File: src/rtl/div_share_arbiter_if.sv
// div_share_arbiter_if: request, response and divider-side signals of the shared divider arbiter
interface div_share_arbiter_if #(
  parameter int N_REQ = 4,
  parameter int ID_W  = 2
);
  logic [N_REQ-1:0]    i_req_valid;
  logic [16*N_REQ-1:0] i_req_a;
  logic [16*N_REQ-1:0] i_req_b;
  logic [N_REQ-1:0]    o_req_ready;
  logic                o_rsp_valid;
  logic                i_rsp_ready;
  logic [ID_W-1:0]     o_rsp_id;
  logic [15:0]         o_rsp_data;
  logic                o_rsp_dz;
  logic [15:0]         o_div_a;
  logic [15:0]         o_div_b;
  logic                o_div_en;
  logic                i_div_fin;
  logic [15:0]         i_div_result;
  logic                o_busy;
  modport slave (
    input  i_req_valid, i_req_a, i_req_b, i_rsp_ready, i_div_fin, i_div_result,
    output o_req_ready, o_rsp_valid, o_rsp_id, o_rsp_data, o_rsp_dz, o_div_a, o_div_b, o_div_en, o_busy
  );
  modport master (
    output i_req_valid, i_req_a, i_req_b, i_rsp_ready, i_div_fin, i_div_result,
    input  o_req_ready, o_rsp_valid, o_rsp_id, o_rsp_data, o_rsp_dz, o_div_a, o_div_b, o_div_en, o_busy
  );
endinterface

File: src/rtl/div_share_arbiter.sv
// div_share_arbiter: round-robin sharing of one 4-cycle divider with divide-by-zero bypass and response buffer
module div_share_arbiter #(
  parameter int N_REQ = 4,
  parameter int ID_W  = 2
) (
  input logic i_clk,
  input logic i_rst,
  div_share_arbiter_if.slave bus
);
  typedef enum logic [1:0] {IDLE, DIV, ZERO} state_t;
  state_t state_q, state_d;
  logic [ID_W-1:0] rr_q, rr_d, id_q, id_d, win, cand;
  logic [15:0] a_q, a_d, b_q, b_d, sat_q, sat_d, win_a, win_b;
  logic rsp_valid_q, rsp_valid_d, rsp_dz_q, rsp_dz_d;
  logic [ID_W-1:0] rsp_id_q, rsp_id_d;
  logic [15:0] rsp_data_q, rsp_data_d;
  logic found, can_grant, hs, fill;
  // first valid requester after the round-robin pointer, wrapping
  always_comb begin
    win = rr_q;
    cand = rr_q;
    found = 1'b0;
    for (int i = 1; i <= N_REQ; i++) begin
      cand = ID_W'((int'(rr_q) + i) % N_REQ);
      if (!found && bus.i_req_valid[cand]) begin
        win = cand;
        found = 1'b1;
      end
    end
  end
  assign can_grant = (state_q == IDLE) && (!rsp_valid_q || bus.i_rsp_ready);
  assign hs = can_grant && found;
  assign win_a = bus.i_req_a[16*win +: 16];
  assign win_b = bus.i_req_b[16*win +: 16];
  assign bus.o_req_ready = hs ? (N_REQ'(1) << win) : '0;
  // FSM next state, operand capture and saturation value for the zero-divisor bypass
  always_comb begin
    state_d = state_q;
    rr_d = rr_q;
    id_d = id_q;
    a_d = a_q;
    b_d = b_q;
    sat_d = sat_q;
    fill = 1'b0;
    if (hs) begin
      rr_d = win;
      id_d = win;
      state_d = (win_b == 16'h0000) ? ZERO : DIV;
      sat_d = (win_a == 16'h0000) ? 16'h0000 : win_a[15] ? 16'h8000 : 16'h7FFF;
      a_d = (win_b == 16'h0000) ? a_q : win_a;
      b_d = (win_b == 16'h0000) ? b_q : win_b;
    end
    if (state_q == ZERO || (state_q == DIV && bus.i_div_fin)) begin
      state_d = IDLE;
      fill = 1'b1;
    end
  end
  // single-entry response buffer: fill wins over pop so a same-cycle pop+fill stays valid
  always_comb begin
    rsp_valid_d = fill || (rsp_valid_q && !bus.i_rsp_ready);
    rsp_id_d = fill ? id_q : rsp_id_q;
    rsp_data_d = fill ? ((state_q == ZERO) ? sat_q : bus.i_div_result) : rsp_data_q;
    rsp_dz_d = fill ? (state_q == ZERO) : rsp_dz_q;
  end
  // state registers; reset drops any job in flight and points rr so requester 0 wins first
  always_ff @(posedge i_clk or posedge i_rst) begin
    if (i_rst) begin
      state_q <= IDLE;
      rr_q <= ID_W'(N_REQ - 1);
      id_q <= '0;
      a_q <= '0;
      b_q <= '0;
      sat_q <= '0;
      rsp_valid_q <= 1'b0;
      rsp_id_q <= '0;
      rsp_data_q <= '0;
      rsp_dz_q <= 1'b0;
    end else begin
      state_q <= state_d;
      rr_q <= rr_d;
      id_q <= id_d;
      a_q <= a_d;
      b_q <= b_d;
      sat_q <= sat_d;
      rsp_valid_q <= rsp_valid_d;
      rsp_id_q <= rsp_id_d;
      rsp_data_q <= rsp_data_d;
      rsp_dz_q <= rsp_dz_d;
    end
  end
  assign bus.o_div_en = (state_q == DIV);
  assign bus.o_div_a = a_q;
  assign bus.o_div_b = b_q;
  assign bus.o_rsp_valid = rsp_valid_q;
  assign bus.o_rsp_id = rsp_id_q;
  assign bus.o_rsp_data = rsp_data_q;
  assign bus.o_rsp_dz = rsp_dz_q;
  assign bus.o_busy = (state_q != IDLE) || rsp_valid_q;
endmodule

File: src/flat_wrapper.sv
// flat-port wrapper written by rule: the top's interface ports become plain ports
module div_share_arbiter_flat 
#(
  parameter int N_REQ = 4,
  parameter int ID_W  = 2
)
  (i_clk, i_rst, bus_i_req_valid, bus_i_req_a, bus_i_req_b, bus_i_rsp_ready, bus_i_div_fin, bus_i_div_result, bus_o_req_ready, bus_o_rsp_valid, bus_o_rsp_id, bus_o_rsp_data, bus_o_rsp_dz, bus_o_div_a, bus_o_div_b, bus_o_div_en, bus_o_busy);
  div_share_arbiter_if #(.N_REQ(N_REQ), .ID_W(ID_W)) bus_i ();
  input logic i_clk;
  input logic i_rst;
  input wire logic [$bits(bus_i.i_req_valid)-1:0] bus_i_req_valid;
  input wire logic [$bits(bus_i.i_req_a)-1:0] bus_i_req_a;
  input wire logic [$bits(bus_i.i_req_b)-1:0] bus_i_req_b;
  input wire logic [$bits(bus_i.i_rsp_ready)-1:0] bus_i_rsp_ready;
  input wire logic [$bits(bus_i.i_div_fin)-1:0] bus_i_div_fin;
  input wire logic [$bits(bus_i.i_div_result)-1:0] bus_i_div_result;
  output wire logic [$bits(bus_i.o_req_ready)-1:0] bus_o_req_ready;
  output wire logic [$bits(bus_i.o_rsp_valid)-1:0] bus_o_rsp_valid;
  output wire logic [$bits(bus_i.o_rsp_id)-1:0] bus_o_rsp_id;
  output wire logic [$bits(bus_i.o_rsp_data)-1:0] bus_o_rsp_data;
  output wire logic [$bits(bus_i.o_rsp_dz)-1:0] bus_o_rsp_dz;
  output wire logic [$bits(bus_i.o_div_a)-1:0] bus_o_div_a;
  output wire logic [$bits(bus_i.o_div_b)-1:0] bus_o_div_b;
  output wire logic [$bits(bus_i.o_div_en)-1:0] bus_o_div_en;
  output wire logic [$bits(bus_i.o_busy)-1:0] bus_o_busy;
  assign bus_i.i_req_valid = bus_i_req_valid;
  assign bus_i.i_req_a = bus_i_req_a;
  assign bus_i.i_req_b = bus_i_req_b;
  assign bus_i.i_rsp_ready = bus_i_rsp_ready;
  assign bus_i.i_div_fin = bus_i_div_fin;
  assign bus_i.i_div_result = bus_i_div_result;
  assign bus_o_req_ready = bus_i.o_req_ready;
  assign bus_o_rsp_valid = bus_i.o_rsp_valid;
  assign bus_o_rsp_id = bus_i.o_rsp_id;
  assign bus_o_rsp_data = bus_i.o_rsp_data;
  assign bus_o_rsp_dz = bus_i.o_rsp_dz;
  assign bus_o_div_a = bus_i.o_div_a;
  assign bus_o_div_b = bus_i.o_div_b;
  assign bus_o_div_en = bus_i.o_div_en;
  assign bus_o_busy = bus_i.o_busy;
  div_share_arbiter #(.N_REQ(N_REQ), .ID_W(ID_W)) u_core (.i_clk(i_clk), .i_rst(i_rst), .bus(bus_i));
endmodule
File: config.mk
export PLATFORM = sky130hd
export DESIGN_NAME = div_share_arbiter_flat
export DESIGN_NICKNAME = d
export VERILOG_FILES = /design/src/rtl/div_share_arbiter_if.sv /design/src/rtl/div_share_arbiter.sv /design/src/flat_wrapper.sv
export SDC_FILE = /design/constraint.sdc
export NUM_CORES = 1
export LEC_CHECK = 0
export CORE_MARGIN = 4
export CORE_UTILIZATION = 30
export DETAILED_ROUTE_END_ITERATION = 12
export PLACE_DENSITY = 0.67
export REMOVE_ABC_BUFFERS = 1
export SLEW_MARGIN = 30
export SYNTH_ARGS = -nofsm -noshare
export SYNTH_HDL_FRONTEND = slang
export SYNTH_SLANG_ARGS = --single-unit
export TNS_END_PERCENT = 1
File: constraint.sdc
create_clock -name i_clk -period 3.3 [get_ports i_clk]
set_input_delay 0.825 -clock i_clk [delete_from_list [all_inputs] [get_ports i_clk]]
set_output_delay 0.825 -clock i_clk [all_outputs]
set_load 0.01 [all_outputs]
-- After elaboration in Yosys (flattened, before gate mapping)
Cells that the tools add are included.
W data, S select, Z words.
- order comparisons: 4
- $add $sub $neg: 4
- equality and inequality tests: 2
- reductions and logical operators: 22
- bitwise logic cells: 1
- multiplexer cells: 24
- shift operators: 3
- operators by type and width (operator ; count):
    $shiftx A64 B7 Y16 ; 2
    $mux W16 ; 3
    $logic_not A16 Y1 ; 2
    $mux W2 ; 7
    $lt A2 B3 Y1 const B ; 4
    $mux W1 ; 9
    $bmux W1 S2 ; 4
    $logic_and A1 B1 Y1 ; 7
    $logic_not A1 Y1 ; 5
    $add A2 B1 Y2 const B ; 2
    $add A2 B2 Y2 const B ; 2
    $logic_or A1 B1 Y1 ; 4
    $mux W4 ; 1
    $reduce_bool A2 Y1 ; 2
    $shl A1 B2 Y4 const A ; 1
    $eq A2 B1 Y1 const B ; 1
    $eq A2 B2 Y1 const B ; 1
    $logic_not A2 Y1 ; 1
    $reduce_and A2 Y1 ; 1
    $not A1 Y1 ; 1
- output and inout port bits: 58
- bits in registers: 74
- input bits: 152

-- Depth between registers and ports, before layout
- depth after elaboration: 18
- depth in mapped cells: 12
- mapped depth without buffers: 8

-- Worst setup path after synthesis
OpenSTA, ideal clock, no wires.
- kind: input-to-reg
- from: input bus_i_req_valid[3]
- to: register u_core.a_q[0], in the netlist u_core.bus.o_div_a[0]
- path slack: -0.001 ns
- arrival: 3.173 ns
- stages: 12
- cells stage by stage: nor2b_1 > o21ai_1 > and3_1 > buf_2 > buf_6 > mux4_2 > nor4_1 > nand4_1 > nand2b_1 > buf_4 > buf_6 > mux2_1
- word-level cells in the longest chain between the ends: 16
- RTL lines (element ; RTL line ; text):
    start: declaration ; flat_wrapper.sv:11 ; input wire logic [$bits(bus_i.i_req_valid)-1:0] bus_i_req_valid;
    $bmux W1 S2 ; div_share_arbiter.sv:25 ; if (!found && bus.i_req_valid[cand]) begin
    $mux W1 (implied by the code) ; div_share_arbiter.sv:25 ;
    $mux W1 ; div_share_arbiter.sv:25 ;
    $logic_not A1 Y1 ; div_share_arbiter.sv:25 ;
    $logic_and A1 B1 Y1 ; div_share_arbiter.sv:25 ;
    $mux W1 ; div_share_arbiter.sv:25 ;
    $logic_not A1 Y1 ; div_share_arbiter.sv:25 ;
    $logic_and A1 B1 Y1 ; div_share_arbiter.sv:25 ;
    $mux W1 ; div_share_arbiter.sv:25 ;
    $logic_not A1 Y1 ; div_share_arbiter.sv:25 ;
    $logic_and A1 B1 Y1 ; div_share_arbiter.sv:25 ;
    $mux W2 ; div_share_arbiter.sv:25 ;
    $shiftx A64 B7 Y16 ; div_share_arbiter.sv:34 ; assign win_b = bus.i_req_b[16*win +: 16];
    $logic_not A16 Y1 ; div_share_arbiter.sv:50 ; a_d = (win_b == 16'h0000) ? a_q : win_a;
    $not A1 Y1 (no line) ; -- ;
    $reduce_and A2 Y1 (no line) ; -- ;
    end signal: assignment ; div_share_arbiter.sv:71 ; a_q <= '0;
    end signal: assignment ; div_share_arbiter.sv:82 ; a_q <= a_d;
    end: declaration ; div_share_arbiter.sv:13 ; logic [15:0] a_q, a_d, b_q, b_d, sat_q, sat_d, win_a, win_b;
Parallel ways exist; a longest one is shown, timed or not. The select of a mux whose other input is x is not followed.
A chain may end at the register's enable or synchronous reset.

-- Worst setup path in the final report
- from: input bus_i_req_valid[3]
- to: register u_core.b_q[2], in the netlist u_core.bus.o_div_b[2]
- word-level cells in the longest chain between the ends: 16
- RTL lines (element ; RTL line ; text):
    $bmux W1 S2 ; div_share_arbiter.sv:25 ;
    $mux W1 (implied by the code) ; div_share_arbiter.sv:25 ;
    $mux W1 ; div_share_arbiter.sv:25 ;
    $logic_not A1 Y1 ; div_share_arbiter.sv:25 ;
    $logic_and A1 B1 Y1 ; div_share_arbiter.sv:25 ;
    $mux W1 ; div_share_arbiter.sv:25 ;
    $logic_not A1 Y1 ; div_share_arbiter.sv:25 ;
    $logic_and A1 B1 Y1 ; div_share_arbiter.sv:25 ;
    $mux W1 ; div_share_arbiter.sv:25 ;
    $logic_not A1 Y1 ; div_share_arbiter.sv:25 ;
    $logic_and A1 B1 Y1 ; div_share_arbiter.sv:25 ;
    $mux W2 ; div_share_arbiter.sv:25 ;
    $shiftx A64 B7 Y16 ; div_share_arbiter.sv:34 ;
    $logic_not A16 Y1 ; div_share_arbiter.sv:51 ; b_d = (win_b == 16'h0000) ? b_q : win_b;
    $not A1 Y1 (no line) ; -- ;
    $reduce_and A2 Y1 (no line) ; -- ;
    end signal: assignment ; div_share_arbiter.sv:72 ; b_q <= '0;
    end signal: assignment ; div_share_arbiter.sv:83 ; b_q <= b_d;
    end: declaration ; div_share_arbiter.sv:13 ;
Parallel ways exist; a longest one is shown, timed or not. The select of a mux whose other input is x is not followed.

==> results.sh <==
export IMPL_p_comb_share_pct=60.5
export IMPL_setup_viol=0
export IMPL_n_antenna_cell=0
export IMPL_fin_crit_sh_pct=98.7
export IMPL_intPower_mw=4.22
export IMPL_finalHoldViolCount=0
export IMPL_power_density_nw_per_um2=971
export IMPL_r2r_cells=13
export IMPL_cts_tree="done"
export IMPL_cp_arrival_ns=3.46
export IMPL_wl_per_cell_um=18.2
export IMPL_clkTransAtPathRegs_ns=0.05
export IMPL_viasPerCell=4.87
export IMPL_max_freq_mhz=307
export IMPL_synth_edf_count=0
export IMPL_worstPathRequired_ns=3.50
export IMPL_p_sw_share_pct=33.6
export IMPL_p_clk_share_pct=17.8
export IMPL_gp_congestion=0.803
export IMPL_layout_nets=679
export IMPL_die_area_um2=13100
export IMPL_synth_top_area_cell="dfrtp_1"
export IMPL_hold_path_class="reg2reg"
export IMPL_ys_flop_type="dfrtp_1"
export IMPL_yosysTopAreaCellShare_pct=42.7
export IMPL_antenna_found_initial=0
export IMPL_ys_types=33
export IMPL_endpoint_kind="flop"
export IMPL_grt_start_max_net_pins=35
export IMPL_rsz0062_at_grt="yes"
export IMPL_hold_path_end="u_core.bus.o_div_b[9]"
export IMPL_core_area_um2=11000
export IMPL_first_global_vias=3592
export IMPL_power_switching_mw=2.13
export IMPL_die_height_um=114
export IMPL_cap_violations=0
export IMPL_drv_slew=0
export IMPL_p_leak_nw=2.83
export IMPL_period_needed_ns=3.26
export IMPL_routed_wl_um=12300
export IMPL_slew_headroom_pct=58.4
export IMPL_yosysSeqAreaShare_pct=44.2
export IMPL_skew_ns=0.00759
export IMPL_placed_area_um2=5800
export IMPL_synthTopCellsByArea="dfrtp_1, mux2i_1, mux2_1"
export IMPL_ys_ff_latch=60
export IMPL_syn_avg_cell_area_um2=11.6
export IMPL_clock_sinks=60
export IMPL_cts_made_buffers=9
export IMPL_drive_above_1_share_pct=23.7
export IMPL_dp_cells=644
export IMPL_syn2layout_area_growth_pct=92.4
export IMPL_finalNonFillerCells=672
export IMPL_status="completed"
export IMPL_num_rows=38
export IMPL_clk_latency_ns=0.32
export IMPL_io_buffers=209
export IMPL_r2r_start="u_core.rr_q[0]"
export IMPL_start_util_pct=31.0
export IMPL_yosysWarnings=0
export IMPL_vias=3273
export IMPL_clockBufferDepth=2
export IMPL_detail_route_antenna_nets=0
export IMPL_seqPwrFrac_pct=21.7
export IMPL_drtIter0Drc=171
export IMPL_design_area_um2=6540
export IMPL_dieWidth_um=114
export IMPL_drtPass1Iterations=4
export IMPL_gr_total_overflow=0
export IMPL_critPathLaunchType="primary input"
export IMPL_postSynth_asyncResetShare_pct=100
export IMPL_hpwl_um=9330
export IMPL_synth_most_common_cell="dfrtp_1"
export IMPL_worstHoldPathCells=1
export IMPL_hp_start="u_core.bus.o_div_b[9]"
export IMPL_drc=0
export IMPL_crit_type="in2reg"
export IMPL_r2r_setup_slack_ns=0.06
export IMPL_syn_area_um2=3400
export IMPL_grt_pass1_wl_um=19000
export IMPL_htreeDepth=3
export IMPL_synthCells=292
export IMPL_cts_root_buffer="clkbuf_16"
export IMPL_peakVddDrop_v=0.000442
export IMPL_path_max_fanout=7
export IMPL_ios=210
export IMPL_worst_r2r_endpoint="u_core.bus.o_div_b[2]"
export IMPL_grtUsageTotal_pct=18.6
export IMPL_synthTopCellsByCount="dfrtp_1, mux2i_1, a21oi_1"
export IMPL_worst_slew_pin_slew_ns=0.624
timing repair:
action                                  CTS  global route
pin swaps                                 6             3
endpoints found under the setup margin   39            37
buffers inserted                         11             0
cloned                                    3             0
resized for setup                        67            23
hold buffers                              0             0
per-stage QoR:
| stage | total power [mW] | utilization (%) | TNS (ns) | hold slack, ns | setup WS (ns) |
|---|---|---|---|---|---|
| 2_1_floorplan | 3.06 | - | -99.55 | 0.441 | -2.60 |
| 6_report | 6.35 | 59.5 | 0 | 0.494 | 0.0419 |
| 3_3_place_gp | 4.49 | 52.8 | -22.29 | 0.468 | -0.626 |
| 5_1_grt | 6.75 | 59.5 | -1.36 | 0.515 | -0.0874 |
| 3_5_place_dp | 4.55 | 52.8 | -24.70 | 0.480 | -0.709 |
| 4_1_cts | 6.29 | 59.1 | 0 | 0.492 | 0.000812 |
worst max path at each step:
stage	from	slack, ns	cells after the start	to
2_1_floorplan	bus_i_req_valid[1]	-2.60	8	u_core.bus.o_div_a[0]
3_3_place_gp	bus_i_req_valid[3]	-0.63	11	u_core.bus.o_div_a[3]
3_5_place_dp	bus_i_req_valid[3]	-0.71	11	u_core.bus.o_div_b[7]
4_1_cts	bus_i_req_valid[3]	0.0008	14	u_core.bus.o_div_b[13]
5_1_grt	bus_i_req_valid[3]	-0.09	14	u_core.bus.o_div_a[13]
6_report	bus_i_req_valid[3]	0.04	14	u_core.bus.o_div_b[2]
state kept, by name (all words and copies together), names as in the netlist:
signal,count
u_core.state_q,2
u_core.sat_q,2
u_core.bus.o_div_a,16
u_core.bus.o_div_b,16
u_core.bus.o_rsp_dz,1
u_core.id_q,2
u_core.bus.o_rsp_valid,1
u_core.bus.o_rsp_id,2
u_core.bus.o_rsp_data,16
u_core.rr_q,2
power groups by stage:
stage                     logic, mW  registers [mW]  clock network (mW)
final                          3.84            1.38                1.13
after global routing           4.12            1.44                1.20
after CTS                      3.76            1.37                1.16
after detailed placement       3.18            1.37                   0
after global placement         3.13            1.36                   0
after floorplan                1.56            1.49                   0
cells in the final DEF (no fill, tap or decap), drive strengths merged, types with 3 or more instances in the layout:
master / instances
mux2i: 43
nand3: 3
nand2b: 4
mux4: 16
a21oi: 34
nand2: 16
dfrtp: 58
nor2b: 3
bufinv: 3
nor3: 3
nor2: 22
clkdlybuf4s50: 201
o21ai: 5
buf: 40
clkbuf: 15
and3: 3
inv: 3
nor4: 7
mux2: 37
critical path: stages:
cell	delay, ns
buf_8	0.10
nor2b_4	0.12
o21ai_2	0.15
and3_4	0.23
buf_12	0.13
buf_4	0.11
mux4_2	0.53
nor4_4	0.27
nand4_1	0.19
nand2b_4	0.13
buf_6	0.11
buf_12	0.11
buf_16	0.13
mux2_4	0.30
final cells by class:
| type | count | area, um2 |
|---|---|---|
| well taps | 140 | 175 |
| repair buffers | 245 | 2490 |
| clock buffers | 13 | 280 |
| clock inverters | 3 | 90.1 |
| inverters | 3 | 11.3 |
| flip-flops and latches | 60 | 1500 |
| multi-input cells | 208 | 1990 |
| fillers | 922 | 4440 |
cell families (layout without fill, tap and decap cells):
family	count (synthesis)	count (layout)	share of synthesized area, %
and+or+nand+nor	67	67	9.35
buffers and inverters	24	264	3.79
AOI/OAI and AO/OA	45	45	7.10
DFF	60	60	44.2
muxes	96	96	35.5
layer usage:
| metal | track usage, % | up-vias | part of all wire [%] |
|---|---|---|---|
| met5 | 0 | - | 0 |
| met4 | 3.64 | 0 | 0.78 |
| met3 | 5.02 | 8 | 7.1 |
| met2 | 32.3 | 135 | 51 |
| met1 | 23.4 | 1573 | 41 |
| li1 | - | 1557 | - |
Note: power is estimated with default switching activity, not from simulation.
==> RTL change, RTL diff (same settings) <==
Take the reset off `a_q`, `b_q` and `rsp_data_q` and load them in a clocked block of their own.
--- a/src/rtl/div_share_arbiter.sv
+++ b/src/rtl/div_share_arbiter.sv
@@ -70,4 +70,2 @@
       id_q <= '0;
-      a_q <= '0;
-      b_q <= '0;
       sat_q <= '0;
@@ -75,3 +73,2 @@
       rsp_id_q <= '0;
-      rsp_data_q <= '0;
       rsp_dz_q <= 1'b0;
@@ -81,4 +78,2 @@
       id_q <= id_d;
-      a_q <= a_d;
-      b_q <= b_d;
       sat_q <= sat_d;
@@ -86,5 +81,10 @@
       rsp_id_q <= rsp_id_d;
-      rsp_data_q <= rsp_data_d;
       rsp_dz_q <= rsp_dz_d;
     end
+  end
+
+  always_ff @(posedge i_clk) begin
+    a_q        <= a_d;
+    b_q        <= b_d;
+    rsp_data_q <= rsp_data_d;
   end
Behaviour: not the same (a bounded check fails within 4 cycles, from zero or initial values and one cycle with i_rst high).
==> RTL change against the original RTL <==
Clock power decreased by 38%; wire length fell by 3.0%; worst setup slack better by 0.017 ns; via count down 2.9%; total power shrank 26%; sequential share of layout area is 4.9 points higher; sequential cell count stayed put; cell area shrank 4.6%; area after synthesis fell by 5.0%; critical path depth shrank 3; cell count fell by 3.0%; critical endpoint is now u_core.bus.o_div_a[0]$_DFFE_PP_; largest cell class unchanged.
==> RTL change: results (changes against the original RTL) <==
stage	metric	value	unit	change
outcome	outcome	completed		
yosys	synthMuxAreaShare	19.40	%	-16 points
placement	globalplace.congestion	0.8704		+8.4%
routing	met1_length	4.650	mm	-8.2%
global_routing	grt_pass1_wl	18.38	mm	-3.4%
global_routing	antenna_found_initial	1		+1
min_path	hold_path_end	u_core.id_q[1]$_DFFE_PP0P_		
setup_path	reg2reg_depth	10		-3
global_routing	grt_use_total	18.85	%	+0.21 points
setup_path	critPathSlowestCell	mux4_2		
finish	drive_gt1_share	24.47	%	+0.78 points
placement	place_area	5816	um^2	+0.30%
power	vdd_drop_max	0.0003752	V	-15%
yosys	synth_area_leaders	edfxtp_1 45%, mux4_2 17%, dfrtp_1 7.7%		
yosys	synth_compound_area_share	7.204	%	+0.10 points
setup_path	critPathArrivalTime	3.33	ns	-0.13 ns
min_path	min_from	u_core.id_q[1]$_DFFE_PP0P_		
yosys	netlist_instances	250		-14%
setup_path	cp_top_family	simple AND/OR/NAND/NOR gates		
global_routing	grt_max_degree	18		-49%
yosys	seq_area_frac_synth	53.99	%	+9.7 points
yosys	ys_types	44		+33%
power	p_leak	2.415	nW	-15%
clock_network	clkTransAtPathRegs	0.06	ns	
yosys	synth.top_cells.by_count	55 x nand2_1, 48 x edfxtp_1, 25 x mux4_2		
routing	wl_per_cell	18.24	um	about the same
min_path	holdPathStages	2		+1
global_routing	use_met2	33.09	%	+0.81 points
placement	dp.cells	624		-3.1%
finish	layout.nets	663		-2.4%
setup_path	r2r_setup_slack	0.10	ns	+0.04 ns
setup_path	reg2reg_to	u_core.bus.o_div_a[0]$_DFFE_PP_		
setup_path	crit_start	bus_i_req_valid[2]		
global_routing	met1_usage	21.56	%	-1.9 points
setup_path	crit_path_max_incr_delay	0.55	ns	+0.02 ns
routing	vias_per_cell	4.874		about the same
clock_network	clockRootBuffer	clkbuf_8		
routing	wl_met3	1.006	mm	+15%
yosys	synthMostInstantiatedCell	nand2_1		
sta	tightest_slew	0.5522	ns	-0.07142 ns
yosys	synthFlopType	edfxtp_1		
global_routing	grt_pass1_vias	3414		-5.0%
routing	drtIter0Drc	188		+9.9%
yosys	async_flop_share	20.00	%	-80 points
yosys	synth_edf_count	48		+48
finish	finalNonFillerCells	652		-3.0%
placement	place_hpwl	9.555	mm	+2.4%
==> RTL change: cell count changes after synthesis, moves of 4 or more <==
cell,delta
nor2_1,-14
nand2b_1,-4
nand2_1,+39
a31oi_1,+6
edfxtp_1,+48
mux2i_1,-40
mux4_2,+9
mux2_1,-32
clkbuf_1,-5
a21oi_1,-29
dfrtp_1,-48
o21ai_0,+4
nor4_1,+5
==> RTL change: kinds of logic after synthesis <==
kind of cell	Yosys count
multiplexers	31
AO/OA/AOI/OAI	34
buffers and inverters	20
AND/OR/NAND/NOR	105
flip-flops	60
==> RTL change: worst min-delay path, delay by kind of cell (launching register included) <==
family	cells	cell delay [ns]
DFF	1	0.36
and+or+nand+nor	2	0.11
==> RTL change: repair_timing <==
item	CTS	global route
endpoints found under the setup margin	37	35
pin swaps	6	4
resized for setup	33	11
endpoints found under the hold margin	0	0
setup buffers	7	3
cloned	2	0
==> RTL change: per-stage QoR <==
stage	setup TNS (ns)	hold WS (ns)	setup WS, ns
6_report	0	0.4998	0.05887
5_1_grt	0	0.5148	0.005322
4_1_cts	0	0.5017	0.01535
3_5_place_dp	-20.40	0.4869	-0.5649
3_3_place_gp	-19.76	0.4642	-0.5440
2_1_floorplan	-51.24	0.4414	-1.379
==> RTL change: power breakdown <==
group | switching [mW] | internal, mW
clock network | 0.283 | 0.414
logic | 1.14 | 1.54
registers | 0.116 | 1.23
==> RTL change: final cells by class <==
class | count | area, um^2
clock buffers | 9 | 123.9
flip-flops and latches | 60 | 1744
clock inverters | 6 | 80.08
multi-input cells | 170 | 1483
well taps | 136 | 170.2
fillers | 846 | 4174
inverters | 6 | 22.52
repair buffers | 264 | 2616
diodes | 1 | 2.502
